File: src/rtl/game_engine_nk_if.sv
// N x N, K-in-a-row two-player game engine: bus bundle for everything except clk/reset.
// Ports: isPlayer1Start/newGame/playerWrite/playerInput toward the engine;
//        gBoard/gameState/winner/moveCount/moveError back from it.
interface game_engine_nk_if #(
    parameter int N = 3
);
    localparam int IW = $clog2(N * N);
    localparam int CW = $clog2(N * N + 1);

    logic                 isPlayer1Start;
    logic                 newGame;
    logic                 playerWrite;
    logic [IW-1:0]        playerInput;
    logic [2*N*N-1:0]     gBoard;
    logic [2:0]           gameState;
    logic [1:0]           winner;
    logic [CW-1:0]        moveCount;
    logic                 moveError;

    // master drives moves and control, slave is the game engine
    modport master (
        output isPlayer1Start, newGame, playerWrite, playerInput,
        input  gBoard, gameState, winner, moveCount, moveError
    );

    modport slave (
        input  isPlayer1Start, newGame, playerWrite, playerInput,
        output gBoard, gameState, winner, moveCount, moveError
    );
endinterface

File: src/rtl/game_engine_nk.sv
// N x N board, K-in-a-row two-player game engine with a turn/check/done FSM.
// Ports: clk, reset (sync, active-high), bus (slave): move strobe + cell index in;
//        packed board, state, winner, accepted-move count and a one-cycle error pulse out.
module game_engine_nk #(
    parameter int N = 3,
    parameter int K = 3
) (
    input  logic            clk,
    input  logic            reset,
    game_engine_nk_if.slave bus
);
    localparam int CELLS = N * N;
    localparam int IW    = $clog2(CELLS);
    localparam int CW    = $clog2(CELLS + 1);

    generate
        if (N < 3 || N > 6 || K < 3 || K > N) begin : g_bad_params
            $error("game_engine_nk: N must be 3..6 and K must be 3..N");
        end
    endgenerate

    typedef enum logic [2:0] {
        P1_TURN = 3'b001,
        P2_TURN = 3'b010,
        CHECK   = 3'b011,
        DONE    = 3'b100
    } state_t;

    state_t        state_q, state_d, start_state;
    logic [1:0]    board_q [CELLS];
    logic [1:0]    board_d [CELLS];
    logic [CW-1:0] cnt_q, cnt_d;
    logic [1:0]    winner_q, winner_d;
    logic          err_q, err_d;
    logic [1:0]    mover_q, mover_d;   // code of the player whose move CHECK evaluates
    logic          mover_won;
    logic          idx_ok;
    logic [1:0]    sel_cell;

    assign start_state = bus.isPlayer1Start ? P1_TURN : P2_TURN;

    // Addressed cell lookup; an index past the last cell matches nothing,
    // which is how out-of-range moves are detected.
    always_comb begin
        idx_ok   = 1'b0;
        sel_cell = 2'b00;
        for (int i = 0; i < CELLS; i++) begin
            if (bus.playerInput == IW'(i)) begin
                idx_ok   = 1'b1;
                sel_cell = board_q[i];
            end
        end
    end

    // Line search over the registered board for the last mover only.
    // Each cell is tried as the start of a run in four directions.
    always_comb begin
        logic run;
        mover_won = 1'b0;
        run       = 1'b0;
        for (int r = 0; r < N; r++) begin
            for (int c = 0; c < N; c++) begin
                if (c + K <= N) begin
                    run = 1'b1;
                    for (int t = 0; t < K; t++)
                        if (board_q[r*N + c + t] != mover_q) run = 1'b0;
                    if (run) mover_won = 1'b1;
                end
                if (r + K <= N) begin
                    run = 1'b1;
                    for (int t = 0; t < K; t++)
                        if (board_q[(r+t)*N + c] != mover_q) run = 1'b0;
                    if (run) mover_won = 1'b1;
                end
                if (r + K <= N && c + K <= N) begin
                    run = 1'b1;
                    for (int t = 0; t < K; t++)
                        if (board_q[(r+t)*N + c + t] != mover_q) run = 1'b0;
                    if (run) mover_won = 1'b1;
                end
                if (r + K <= N && c >= K - 1) begin
                    run = 1'b1;
                    for (int t = 0; t < K; t++)
                        if (board_q[(r+t)*N + c - t] != mover_q) run = 1'b0;
                    if (run) mover_won = 1'b1;
                end
            end
        end
    end

    // Next-state logic. newGame overrides everything, including a move
    // presented in the same cycle.
    always_comb begin
        logic [1:0] code;
        state_d  = state_q;
        board_d  = board_q;
        cnt_d    = cnt_q;
        winner_d = winner_q;
        err_d    = 1'b0;
        mover_d  = mover_q;
        code     = (state_q == P1_TURN) ? 2'b01 : 2'b10;

        if (bus.newGame) begin
            for (int i = 0; i < CELLS; i++) board_d[i] = 2'b00;
            cnt_d    = '0;
            winner_d = 2'b00;
            state_d  = start_state;
        end else begin
            case (state_q)
                P1_TURN, P2_TURN: begin
                    if (bus.playerWrite) begin
                        if (idx_ok && sel_cell == 2'b00) begin
                            for (int i = 0; i < CELLS; i++)
                                if (bus.playerInput == IW'(i)) board_d[i] = code;
                            cnt_d   = cnt_q + 1'b1;
                            mover_d = code;
                            state_d = CHECK;
                        end else begin
                            err_d = 1'b1;
                        end
                    end
                end
                CHECK: begin
                    // A win on the board-filling move beats the draw.
                    if (mover_won) begin
                        state_d  = DONE;
                        winner_d = mover_q;
                    end else if (cnt_q == CW'(CELLS)) begin
                        state_d  = DONE;
                        winner_d = 2'b11;
                    end else begin
                        state_d = (mover_q == 2'b01) ? P2_TURN : P1_TURN;
                    end
                end
                DONE: begin
                end
                default: state_d = start_state;
            endcase
        end
    end

    always_ff @(posedge clk) begin
        if (reset) begin
            state_q  <= start_state;
            board_q  <= '{default: 2'b00};
            cnt_q    <= '0;
            winner_q <= 2'b00;
            err_q    <= 1'b0;
            mover_q  <= 2'b01;
        end else begin
            state_q  <= state_d;
            board_q  <= board_d;
            cnt_q    <= cnt_d;
            winner_q <= winner_d;
            err_q    <= err_d;
            mover_q  <= mover_d;
        end
    end

    always_comb begin
        bus.gBoard = '0;
        for (int i = 0; i < CELLS; i++) bus.gBoard[2*i +: 2] = board_q[i];
    end

    assign bus.gameState = state_q;
    assign bus.winner    = winner_q;
    assign bus.moveCount = cnt_q;
    assign bus.moveError = err_q;
endmodule

File: src/flat_wrapper.sv
// flat-port wrapper written by rule: the top's interface ports become plain ports
module game_engine_nk_flat 
#(
    parameter int N = 3,
    parameter int K = 3
)
  (clk, reset, bus_isPlayer1Start, bus_newGame, bus_playerWrite, bus_playerInput, bus_gBoard, bus_gameState, bus_winner, bus_moveCount, bus_moveError);
  game_engine_nk_if #(.N(N)) bus_i ();
  input  logic clk;
  input  logic reset;
  input wire logic [$bits(bus_i.isPlayer1Start)-1:0] bus_isPlayer1Start;
  input wire logic [$bits(bus_i.newGame)-1:0] bus_newGame;
  input wire logic [$bits(bus_i.playerWrite)-1:0] bus_playerWrite;
  input wire logic [$bits(bus_i.playerInput)-1:0] bus_playerInput;
  output wire logic [$bits(bus_i.gBoard)-1:0] bus_gBoard;
  output wire logic [$bits(bus_i.gameState)-1:0] bus_gameState;
  output wire logic [$bits(bus_i.winner)-1:0] bus_winner;
  output wire logic [$bits(bus_i.moveCount)-1:0] bus_moveCount;
  output wire logic [$bits(bus_i.moveError)-1:0] bus_moveError;
  assign bus_i.isPlayer1Start = bus_isPlayer1Start;
  assign bus_i.newGame = bus_newGame;
  assign bus_i.playerWrite = bus_playerWrite;
  assign bus_i.playerInput = bus_playerInput;
  assign bus_gBoard = bus_i.gBoard;
  assign bus_gameState = bus_i.gameState;
  assign bus_winner = bus_i.winner;
  assign bus_moveCount = bus_i.moveCount;
  assign bus_moveError = bus_i.moveError;
  game_engine_nk #(.N(N), .K(K)) u_core (.clk(clk), .reset(reset), .bus(bus_i));
endmodule
File: config.mk
export PLATFORM = sky130hd
export DESIGN_NAME = game_engine_nk_flat
export DESIGN_NICKNAME = d
export VERILOG_FILES = /design/src/rtl/game_engine_nk_if.sv /design/src/rtl/game_engine_nk.sv /design/src/flat_wrapper.sv
export SDC_FILE = /design/constraint.sdc
export NUM_CORES = 1
export LEC_CHECK = 0
export ABC_AREA = 1
export CAP_MARGIN = 20
export CORE_MARGIN = 2
export CORE_UTILIZATION = 48
export CTS_BUF_LIST = sky130_fd_sc_hd__clkbuf_2 sky130_fd_sc_hd__clkbuf_4 sky130_fd_sc_hd__clkbuf_8
export CTS_CLUSTER_SIZE = 25
export DETAILED_ROUTE_END_ITERATION = 10
export PLACE_DENSITY = 0.84
export RECOVER_POWER = 50
export REMOVE_ABC_BUFFERS = 1
export SETUP_SLACK_MARGIN = 0.4
export SLEW_MARGIN = 5
export SYNTH_ARGS = -nofsm -noshare
export SYNTH_HDL_FRONTEND = slang
export SYNTH_SLANG_ARGS = --single-unit
File: constraint.sdc
create_clock -name clk -period 1.9 [get_ports clk]
set_clock_uncertainty 0.15 [all_clocks]
set_input_delay 0.19 -clock clk [delete_from_list [all_inputs] [get_ports clk]]
set_output_delay 0.19 -clock clk [all_outputs]
set_load 0.02 [all_outputs]
### After elaboration in Yosys (flattened, before gate mapping)

Index checks and enable logic that the tools add are counted.

| word-level totals | value |
|---|---|
| register bits | 30 |
| bits in latches | 0 |
| memory bits (writable) | 0 |
| bits in read-only memories | 0 |
| bits of input ports | 9 |
| output and inout port bits | 28 |
| word-level logic and storage cells | 124 |
| memories | 0 |

| operators by class | value |
|---|---|
| add/subtract/negate cells | 1 |
| multipliers | 0 |
| div/mod/pow operators | 0 |
| $lt $le $gt $ge | 0 |
| equal/unequal tests | 26 |
| shift-type cells | 0 |
| muxes and demuxes | 60 |
| bitwise gates (word level) | 3 |
| reductions and logical operators | 20 |

Operators with widths:

| operator | count |
|---|---|
| 4-bit AND reduction | 10 |
| 1-bit 2-to-1 mux | 39 |
| 2-bit 2-to-1 mux | 14 |
| 3-bit 2-to-1 mux | 6 |
| 2-bit != test | 9 |
| 4-bit by 3-bit equality test with 1-bit output (second input constant) | 4 |
| 3-bit one-hot mux with 3 select lines | 1 |
| 4-bit by 2-bit equality test with 1-bit output (second input constant) | 2 |
| 4-bit equality test (second input constant) | 2 |
| 3-bit by 2-bit equality test with 1-bit output (second input constant) | 2 |
| 3-bit AND reduction | 2 |
| 4-bit by 1-bit adder with 4-bit output (second input constant) | 1 |
| 4-bit by 1-bit equality test with 1-bit output (second input constant) | 1 |
| 4-bit zero test | 1 |
| 4-bit by 3-bit != test with 1-bit output (second input constant) | 1 |
| 4-bit != test (second input constant) | 1 |
| 2-bit OR reduction | 2 |
| 4-bit OR reduction | 1 |
| 3-bit by 1-bit equality test with 1-bit output (second input constant) | 1 |
| 3-bit equality test (second input constant) | 1 |
| 3-bit != test (second input constant) | 1 |
| 1-bit inverter | 3 |
| 2-bit by 1-bit equality test with 1-bit output (second input constant) | 1 |
| 2-bit zero test | 1 |
| other kinds (3) | 3 |

### Depth between registers and ports, before layout

Gate-level depths: netlist of the first run.

| logic depth | value |
|---|---|
| depth in word-level cells | 17 |
| depth in mapped cells | 14 |
| mapped depth without buffers | 14 |

### Least setup slack after synthesis of the first run

OpenSTA, ideal clock, no wires.

| timing path | value |
|---|---|
| kind | register to register |
| from | register u_core.state_q[1], in the netlist u_core.bus.gameState[1] |
| to | register u_core.board_q, in the netlist u_core.bus.gBoard[10] |
| setup time | 0.070 ns |
| data arrival time | 1.612 ns |
| required time | 1.680 ns |
| setup slack | 0.067 ns |
| cell stages (with the launch flop) | 8 |
| period minus slack after synthesis | 1.833 ns |
| path through | edfxtp_1 -> inv_1 -> a21oi_1 -> nand2_1 -> nor2_4 -> clkbuf_1 -> nand4_1 -> a21oi_1 |

| on the way | value |
|---|---|
| word-level cells in the longest chain between the ends | 3 |

RTL lines:

| what | RTL line | text |
|---|---|---|
| from (decl) | game_engine_nk.sv:29 | `state_t state_q, state_d, start_state;` |
| from (signal assigned) | game_engine_nk.sv:144 | `state_q <= start_state;` |
| from (signal assigned) | game_engine_nk.sv:151 | `state_q <= state_d;` |
| 3-bit by 2-bit equality test with 1-bit output or 3-bit by 1-bit equality test with 1-bit output (tied branches) | game_engine_nk.sv:109, game_engine_nk.sv:101 |  |
| 2-bit OR reduction | game_engine_nk.sv:109 | `case (state_q)` |
| 4-bit AND reduction (no line) | -- |  |
| to (signal assigned) | game_engine_nk.sv:152 | `board_q <= board_d;` |
| to (decl) | game_engine_nk.sv:30 | `logic [1:0] board_q [CELLS];` |

Several ways; a longest one is shown, not always the timed one.
A chain may end at the register's enable or synchronous reset.

### Final worst setup path of the first run

| timing path | value |
|---|---|
| from | register u_core.mover_q[1] |
| to | register u_core.state_q[0], in the netlist u_core.bus.gameState[0], data pin |

| on the way | value |
|---|---|
| word-level cells in the longest chain between the ends | 16 |

RTL lines:

| what | RTL line | text |
|---|---|---|
| from (decl) | game_engine_nk.sv:35 | `logic [1:0] mover_q, mover_d;` |
| from (signal assigned) | game_engine_nk.sv:156 | `mover_q <= mover_d;` |
| 2-bit != test | game_engine_nk.sv:66, game_engine_nk.sv:72, game_engine_nk.sv:78 |  |
| 1-bit 2-to-1 mux | game_engine_nk.sv:66, game_engine_nk.sv:72, game_engine_nk.sv:78 |  |
| 1-bit 2-to-1 mux (2 in series) | game_engine_nk.sv:66 | `if (board_q[r*N + c + t] != mover_q) run = 1'b0;` |
| 1-bit 2-to-1 mux | game_engine_nk.sv:67 | `if (run) mover_won = 1'b1;` |
| 1-bit 2-to-1 mux | game_engine_nk.sv:73 | `if (run) mover_won = 1'b1;` |
| 1-bit 2-to-1 mux | game_engine_nk.sv:79 | `if (run) mover_won = 1'b1;` |
| 1-bit 2-to-1 mux (2 in series) | game_engine_nk.sv:73 |  |
| 1-bit 2-to-1 mux | game_engine_nk.sv:85 | `if (run) mover_won = 1'b1;` |
| 1-bit 2-to-1 mux (2 in series) | game_engine_nk.sv:67 |  |
| 3-bit 2-to-1 mux * | game_engine_nk.sv:125 | `if (mover_won) begin` |
| 3-bit one-hot mux with 3 select lines * | game_engine_nk.sv:109 |  |
| 3-bit 2-to-1 mux * | game_engine_nk.sv:103 | `if (bus.newGame) begin` |
| 3-bit 2-to-1 mux * | game_engine_nk.sv:143 | `if (reset) begin` |

Every way passes the cells marked *; elsewhere a longest branch is shown, timed or not.

==> metrics.log, run 1 <==
[metrics] vias in the first global route: 2127
[metrics] power density of the placed cells: 551 nW/um^2
[metrics] number of design rule violations left after detail routing: 0
[metrics] aggregate global routing overflow: 0
[metrics] total power: 0.00168 W
[metrics] crit path setup slack, layout: -0.0501 ns
[metrics] critical setup path kind: flop to flop
[metrics] most frequently used flop master after synthesis: sky130_fd_sc_hd__dfxtp_1
[metrics] Total Wirelength: 6.91 mm
[metrics] final antenna diode count: 0
[metrics] internal power component: 0.00112 W
[metrics] largest net degree at the start of global routing: 19
[metrics] top cells by count, synth: sky130_fd_sc_hd__nand2_1 (78), sky130_fd_sc_hd__inv_1 (48), sky130_fd_sc_hd__nor2_1 (39), sky130_fd_sc_hd__dfxtp_1 (27), sky130_fd_sc_hd__a21oi_1 (26)
[metrics] part of the power in registers: 39.6%
[metrics] Static Leakage: 1.43 nW
[metrics] distinct cell type count of the synthesized netlist: 24
[metrics] CTS H-tree lvls: 2
[metrics] routability congestion estimate from global placement: 0.905
[metrics] count of filler cells inserted in the layout: 275
[metrics] DIE AREA: 4480 sq um
[metrics] violated checks: setup timing
[metrics] number of enable flip-flop cells after synthesis: 3
[metrics] setup repair after global routing missed its margin: yes
[metrics] register-to-register setup slack: -0.05 ns
[metrics] # rows: 22
[metrics] Initial Util: 50.8%
[metrics] count of routing violations after the opening detailed-route iteration: 244
[metrics] post-DR wirelength/cell: 15.5 microns
[metrics] Yosys reg bits: 30
[metrics] slowest library cell on the worst path: sky130_fd_sc_hd__dfxtp_2
[metrics] power spent charging and discharging nets: 0.000563 W
[metrics] CP Data Required Time: 1.80 ns
[metrics] combinational cell fraction of total power: 30.1%
[metrics] library cell with the highest instance count after synthesis: sky130_fd_sc_hd__nand2_1
[metrics] hold buffers post-CTS: 0
[metrics] area of combinational cells with multiple inputs: 1270 sq um
[metrics] clock slew seen by the registers of the worst setup and hold paths: 0.07 ns
[metrics] clock tree from TritonCTS: yes
[metrics] wire length of the first global-routing pass: 9.89 mm
[metrics] portion of synthesized cell area occupied by the leading cell type: 28.4%
[metrics] Post-Place Worst Slack: -0.577 ns
[metrics] headroom to the max-slew limit: 68.5%
[metrics] placeable core region: 3740 sq um
[metrics] Final Cycle Share: 103%
[metrics] x dimension of the die: 67.0 microns
[metrics] cell area reported after detailed placement: 2490 sq um
[metrics] number of top-level design ports: 37
[metrics] Critical Path Max Stage Delay: 0.33 ns
[metrics] slew of the pin with the lowest slew margin: 0.471 ns
[metrics] part of the power in the clock network: 30.3%
[metrics] async set or reset register ratio after synthesis: 0%
[metrics] share of layout cells above drive strength 1: 31.4%
[metrics] top cell type by total area after synthesis: sky130_fd_sc_hd__dfxtp_1
[metrics] DR pass1 iterations: 5
[metrics] mean instance size in the synthesized netlist: 6.24 sq um
[metrics] maximum fanout along the worst path: 6
[metrics] Yosys Warn Count: 0
[metrics] total routing usage reported by global routing: 30.3%
[metrics] Net count, final: 408
[metrics] fraction of power spent switching nets: 33.5%
[metrics] CTS Root Cell: sky130_fd_sc_hd__clkbuf_8
[metrics] run status: finished with violations
[metrics] vertical die dimension: 67.0 microns
[metrics] post-detailed-route via-to-cell ratio: 5.49
[metrics] startpoint kind of the worst setup timing path: flop
[metrics] clock period minus final worst setup slack: 1.95 ns
[metrics] clock sinks: 30
[metrics] CTS buffer count: 5
[metrics] Max Root-Sink Buffers: 2
[metrics] via count of the routed design: 2448
[metrics] count of final max-slew check failures: 0
[metrics] initial antenna violation count: 0
[metrics] highest clock frequency the design can meet: 513 MHz
[metrics] count of buffers inserted at the top-level ports: 36
[metrics] Clk Latency, worst-skew pair: 0.29 ns
[metrics] most prevalent standard cell on the critical path: sky130_fd_sc_hd__nand2_1
[metrics] CP delay by family, top: simple AND/OR/NAND/NOR gates
[metrics] register area: 639 sq um
[metrics] area overhead of the layout relative to synthesis: 60.6%
[metrics] count of maximum capacitance violations: 0
[metrics] total count of hold-check failures in the final report: 0
[metrics] number of instances in the synthesized netlist: 305
[metrics] worst hold-check path type: input port to flop
[metrics] final antenna-violating net count: 0
[metrics] hpwl dp: 4.11 mm
[metrics] kind of capture point of the worst setup path: flop
[metrics] sequential fraction of the synthesis area: 33.1%
[metrics] number of setup violations in the final report: 2
[metrics] cell area after synthesis: 1900 sq um
[metrics] Finished Cell Area: 3060 sq um
[metrics] cells along the critical path: buf_6, buf_6, xor2_2, a21oi_2, nand2_1, nand2_1, nand2_1, nand2_1, nor2_1, nand2_1, nor3_2, o21ai_1, nand2_1
[metrics] VDD IR max: 401 uV
[metrics] CP arrival: 1.85 ns
[metrics] Area contributors post-synth: sky130_fd_sc_hd__dfxtp_1 (28%), sky130_fd_sc_hd__nand2_1 (15%), sky130_fd_sc_hd__inv_1 (9.5%), sky130_fd_sc_hd__nor2_1 (7.7%), sky130_fd_sc_hd__a21oi_1 (6.8%)
[metrics] Crit path buffers/inverters: 2
[metrics] worst hold-check slack: 0.285 ns
[placed cells by master, fill, tap and decap left out, drive strengths merged]
| master | instances |
|---|---|
| inv | 48 |
| nand3 | 23 |
| nor4 | 2 |
| nand2 | 78 |
| buf | 54 |
| clkbuf | 8 |
| ha | 2 |
| nor3 | 9 |
| clkinv | 4 |
| a22oi | 1 |
| clkinvlp | 2 |
| edfxtp | 3 |
| nand4 | 15 |
| a31oi | 1 |
| o21ai | 5 |
| xor2 | 10 |
| clkdlybuf4s50 | 4 |
| clkdlybuf4s15 | 2 |
| nand3b | 1 |
| dfxtp | 27 |
| nor2 | 45 |
| dlygate4sd2 | 28 |
| a21oi | 26 |
[through the flow]
step / utilization (%) / setup TNS [ns] / std cells
floorplan: - / -0.113 / 297
global placement: 66.6 / -9.11 / 410
detailed placement: 66.6 / -10.0 / 410
CTS: 75.5 / 0 / 434
global route: 81.7 / -0.898 / 446
finish: 81.7 / -0.0712 / 446
[registers in the layout, summed over array words and instances (netlist names)]
signal and flops:
u_core.bus.gameState 3, u_core.mover_q 2, u_core.bus.winner 2, u_core.bus.moveCount 4, u_core.bus.moveError 1, u_core.bus.gBoard 18
[metal layers]
metal	vias up	wire length, microns	global-route usage (%)
met5	-	0	0
met4	0	157	13.0
met3	16	528	5.91
met2	123	3410	50.1
met1	1145	2820	38.0
li1	1164	-	-
[what timing repair did]
action                                  4_1_cts  5_1_grt
gates cloned                                  2        1
buffers inserted                             14       11
endpoints found under the hold margin         0        0
endpoints found under the setup margin       61       35
gates resized for setup                      90       37
pin swaps                                    19       25
[cell families after synthesis]
logic type / synth area share [%]
and+or+nand+nor: 39.6
AOI/OAI and AO/OA: 8.88
adders and majority gates: 1.31
xor gates and xnor gates: 4.60
DFF: 33.1
buffers and inverters: 12.4
[worst reg2reg max path, delay by kind of cell (launching register included)]
kind	cells	cell delay, ns
AO/OA/AOI/OAI	2	0.30
buffers and inverters	2	0.26
AND/OR/NAND/NOR	8	0.53
XOR/XNOR	1	0.14
flip-flops	1	0.33
[layout make-up]
type / count / area share, %
Inverter: 50 / 6.30
Timing Repair inverter: 1 / 0.164
Multi-Input combinational cell: 218 / 41.5
Tap cell: 48 / 1.96
Clock buffer: 5 / 2.25
Clock inverter: 3 / 0.532
Timing Repair Buffer: 91 / 26.3
Sequential cell: 30 / 20.9
[final timing paths]
check                                                        from                                 to  cells after the start
worst max-delay path               u_core.mover_q[1]$_SDFFE_PP0P_  u_core.bus.gameState[0]$_DFFE_PP_                     13
worst max register to register     u_core.mover_q[1]$_SDFFE_PP0P_  u_core.bus.gameState[0]$_DFFE_PP_                     13
worst min-delay path                           bus_playerInput[1]  u_core.bus.gBoard[2]$_SDFFE_PP0P_                      4
worst min register to register  u_core.bus.winner[0]$_SDFFE_PP0P_  u_core.bus.winner[0]$_SDFFE_PP0P_                      2
[power groups by stage]
stage | clock network [W] | registers [W] | logic [W]
after detailed placement | 0 | 0.000679 | 0.000313
final | 0.000510 | 0.000667 | 0.000507
after global placement | 0 | 0.000678 | 0.000306
after global routing | 0.000540 | 0.000667 | 0.000535
after floorplan | 0 | 0.000700 | 0.000144
after CTS | 0.000517 | 0.000665 | 0.000400
No activity file was read; power rests on OpenSTA's default activity.
==> inputs of run 2 (changes only) <==
--- a/config.mk
+++ b/config.mk
@@ -7,8 +7,10 @@
 export LEC_CHECK = 0
 export ABC_AREA = 1
 export CAP_MARGIN = 20
+export CELL_PAD_IN_SITES_DETAIL_PLACEMENT = 0
+export CELL_PAD_IN_SITES_GLOBAL_PLACEMENT = 1
 export CORE_MARGIN = 2
-export CORE_UTILIZATION = 48
+export CORE_UTILIZATION = 33
 export CTS_BUF_LIST = sky130_fd_sc_hd__clkbuf_2 sky130_fd_sc_hd__clkbuf_4 sky130_fd_sc_hd__clkbuf_8
 export CTS_CLUSTER_SIZE = 25
 export DETAILED_ROUTE_END_ITERATION = 10
==> metrics.log, run 2 (same netlist as run 1, synthesis figures left out) <==
[metrics] run status: complete, no violations
[metrics] Initial Util: 34.3% (-16 points)
[metrics] total count of hold-check failures in the final report: 0 (unchanged)
[metrics] x dimension of the die: 79.9 microns (+19%)
[metrics] CTS Root Cell: sky130_fd_sc_hd__clkbuf_8
[metrics] headroom to the max-slew limit: 73.8% (+5.4 points)
[metrics] cell depth of the worst flop-to-flop path: 13 (unchanged)
[metrics] hpwl dp: 4.27 mm (+3.9%)
[metrics] aggregate global routing overflow: 0 (unchanged)
[metrics] number of setup violations in the final report: 0 (-2)
[metrics] clock slew seen by the registers of the worst setup and hold paths: 0.06 ns (about the same)
[metrics] Finished Cell Area: 3060 sq um (about the same)
[metrics] wire length of the first global-routing pass: 9.70 mm (-1.9%)
[metrics] met3 track demand over resource in global routing: 4.19% (-1.7 points)
[metrics] post-detailed-route via-to-cell ratio: 4.81 (-12%)
[metrics] VDD IR max: 330 uV (-18%)
[metrics] CP Data Required Time: 1.78 ns (-0.02 ns)
[metrics] post-DR wirelength/cell: 13.5 microns (-13%)
[metrics] vias in the first global route: 2124 (-0.14%)
[metrics] largest net degree at the start of global routing: 19 (unchanged)
[metrics] DIE AREA: 6390 sq um (+43%)
[metrics] Clk Latency, worst-skew pair: 0.28 ns (about the same)
[metrics] Max Root-Sink Buffers: 2 (unchanged)
[metrics] kind of capture point of the worst setup path: flop
[metrics] count of routing violations after the opening detailed-route iteration: 111 (-55%)
[metrics] worst hold-check path type: input port to flop
[metrics] Final Cycle Share: 98.9% (-3.8 points)
[metrics] number of design rule violations left after detail routing: 0 (unchanged)
[metrics] Static Leakage: 1.42 nW (-0.20%)
[metrics] GR Util met2: 32.3% (-18 points)
[metrics] number of cells traversed by the worst hold path: 4 (unchanged)
[metrics] via count of the routed design: 2246 (-8.3%)
[metrics] placeable core region: 5540 sq um (+48%)
[metrics] worst setup path endpoint: u_core.bus.gameState[0]$_DFFE_PP_
[metrics] # rows: 27 (+23%)
[metrics] CTS buffer count: 5 (unchanged)
[metrics] share of layout cells above drive strength 1: 30.9% (-0.52 points)
[metrics] critical setup path kind: flop to flop
[metrics] count of maximum capacitance violations: 0 (unchanged)
[metrics] CTS H-tree lvls: 2 (unchanged)
[metrics] clock tree from TritonCTS: yes
[metrics] maximum fanout along the worst path: 9 (+3)
[metrics] Total Wirelength: 6.28 mm (-9.0%)
[metrics] CP arrival: 1.76 ns (-0.09 ns)
[metrics] Crit Reg-Reg Endpoint: u_core.bus.gameState[0]$_DFFE_PP_
[metrics] power density of the placed cells: 527 nW/um^2 (-4.3%)
[metrics] final antenna-violating net count: 0 (unchanged)
[metrics] final antenna diode count: 0 (unchanged)
[metrics] highest clock frequency the design can meet: 532 MHz (+3.8%)
[metrics] commonest cells after routing, fill and taps aside: sky130_fd_sc_hd__nand2_1 (71), sky130_fd_sc_hd__buf_4 (42), sky130_fd_sc_hd__inv_1 (41)
[metrics] vertical die dimension: 79.9 microns (+19%)
[metrics] initial antenna violation count: 0 (unchanged)
[metrics] final core utilization: 55.2% (-26 points)
[metrics] Post-Place Worst Slack: -0.618 ns (-0.0404 ns)
[metrics] crit path setup slack, layout: 0.0214 ns (+0.0715 ns)
[metrics] DR pass1 iterations: 4 (-1)
[metrics] Net count, final: 405 (-0.74%)
[metrics] clock period minus final worst setup slack: 1.88 ns (-0.0715 ns)
[metrics] setup repair after global routing missed its margin: yes
[metrics] number of top-level design ports: 37 (unchanged)
[metrics] grt peak-use layer: met2
[metrics] startpoint kind of the worst setup timing path: flop
[metrics] routability congestion estimate from global placement: 0.896 (-1.0%)
[metrics] startpoint of the worst setup timing path: u_core.mover_q[0]$_SDFFE_PP1P_
[metrics] count of final max-slew check failures: 0 (unchanged)
[metrics] flip-flop count of the largest register after layout: 18 (unchanged)
[metrics] area overhead of the layout relative to synthesis: 60.7% (about the same)
[metrics] hold buffers post-CTS: 0 (unchanged)
[metrics] critical register-to-register path startpoint: u_core.mover_q[0]$_SDFFE_PP1P_
[metrics] clock sinks: 30 (unchanged)
[metrics] count of buffers inserted at the top-level ports: 36 (unchanged)
[metrics] met1 track demand over resource: 25.0% (-13 points)
[metrics] slew of the pin with the lowest slew margin: 0.389 ns (-0.0821 ns)
[metrics] register-to-register setup slack: 0.02 ns (+0.07 ns)
[metrics] most frequent standard cell in the layout excluding fill and tap cells: sky130_fd_sc_hd__nand2_1
[metrics] total routing usage reported by global routing: 19.5% (-11 points)
[metrics] cell area reported after detailed placement: 2560 sq um (+2.9%)
[metrics] final sum of negative setup slack: 0 ns (+0.0712 ns)
## run 2: cell count changes in the layout (fill, tap and decap cells not counted), sizes merged
cell and delta:
buf -3, clkbuf +4, clkinvlp -1, dlygate4sd2 -3
## run 2: layout make-up
class / instances / area (sq um)
multi-input cells: 218 / 1260
flip-flops and latches: 30 / 644
fillers: 564 / 2480
clock buffers: 5 / 68.8
clock inverters: 3 / 11.3
repair buffers: 89 / 796
inverters: 50 / 193
well taps: 72 / 90.1
## run 2: routing by layer
| metal | routed length, microns | part of all wire, % | up-vias |
|---|---|---|---|
| li1 | - | - | 1148 |
| met4 | 80 | 1.3 | 0 |
| met3 | 296 | 4.7 | 6 |
| met2 | 3030 | 48 | 52 |
| met1 | 2880 | 46 | 1040 |
| met5 | 0 | 0 | - |
## run 2: worst min-delay path by stage
| stage | start | end | slack [ns] |
|---|---|---|---|
| after floorplan | reset | u_core.mover_q[0]$_SDFFE_PP1P_ | 0.16 |
| after global placement | u_core.bus.winner[1]$_SDFFE_PP0P_ | u_core.bus.winner[1]$_SDFFE_PP0P_ | 0.31 |
| after detailed placement | u_core.bus.winner[1]$_SDFFE_PP0P_ | u_core.bus.winner[1]$_SDFFE_PP0P_ | 0.31 |
| after CTS | u_core.bus.winner[1]$_SDFFE_PP0P_ | u_core.bus.winner[1]$_SDFFE_PP0P_ | 0.32 |
| after global routing | bus_playerInput[1] | u_core.bus.gBoard[2]$_SDFFE_PP0P_ | 0.24 |
| final | bus_playerInput[1] | u_core.bus.gBoard[2]$_SDFFE_PP0P_ | 0.20 |
## run 2: worst max-delay path: stages (launching register included)
cell and delay (ns):
sky130_fd_sc_hd__dfxtp_2 0.33, sky130_fd_sc_hd__buf_12 0.14, sky130_fd_sc_hd__xor2_1 0.16, sky130_fd_sc_hd__a21oi_1 0.13, sky130_fd_sc_hd__buf_4 0.14, sky130_fd_sc_hd__nand2_1 0.05, sky130_fd_sc_hd__nand2_1 0.06, sky130_fd_sc_hd__nand2_1 0.05
sky130_fd_sc_hd__nand2_1 0.07, sky130_fd_sc_hd__nor2_1 0.04, sky130_fd_sc_hd__nand2_1 0.07, sky130_fd_sc_hd__nor3_1 0.05, sky130_fd_sc_hd__o21ai_1 0.12, sky130_fd_sc_hd__nand2_1 0.07
## run 2: report_power, final
| part | switching [W] | internal (W) | total (W) | leakage (nW) |
|---|---|---|---|---|
| clock | 0.000228 | 0.000244 | 0.000472 | 0.0407 |
| combinational | 0.000268 | 0.000209 | 0.000476 | 1.13 |
| sequential | 0.0000136 | 0.000651 | 0.000665 | 0.253 |
| total | 0.000509 | 0.00110 | 0.00161 | 1.42 |
## run 2: stage by stage
stage               total power [W]  hold WS [ns]  cells
floorplan                  0.000845         0.160    297
global placement            0.00100         0.310    438
detailed placement          0.00100         0.312    438
CTS                         0.00154         0.322    460
global route                0.00169         0.244    467
finish                      0.00161         0.203    467
## run 2: what timing repair did
item | 4_1_cts | 5_1_grt
gates resized for setup | 81 | 45
gates cloned | 0 | 3
endpoints found under the setup margin | 61 | 35
pin swaps | 19 | 19
setup buffers | 14 | 4
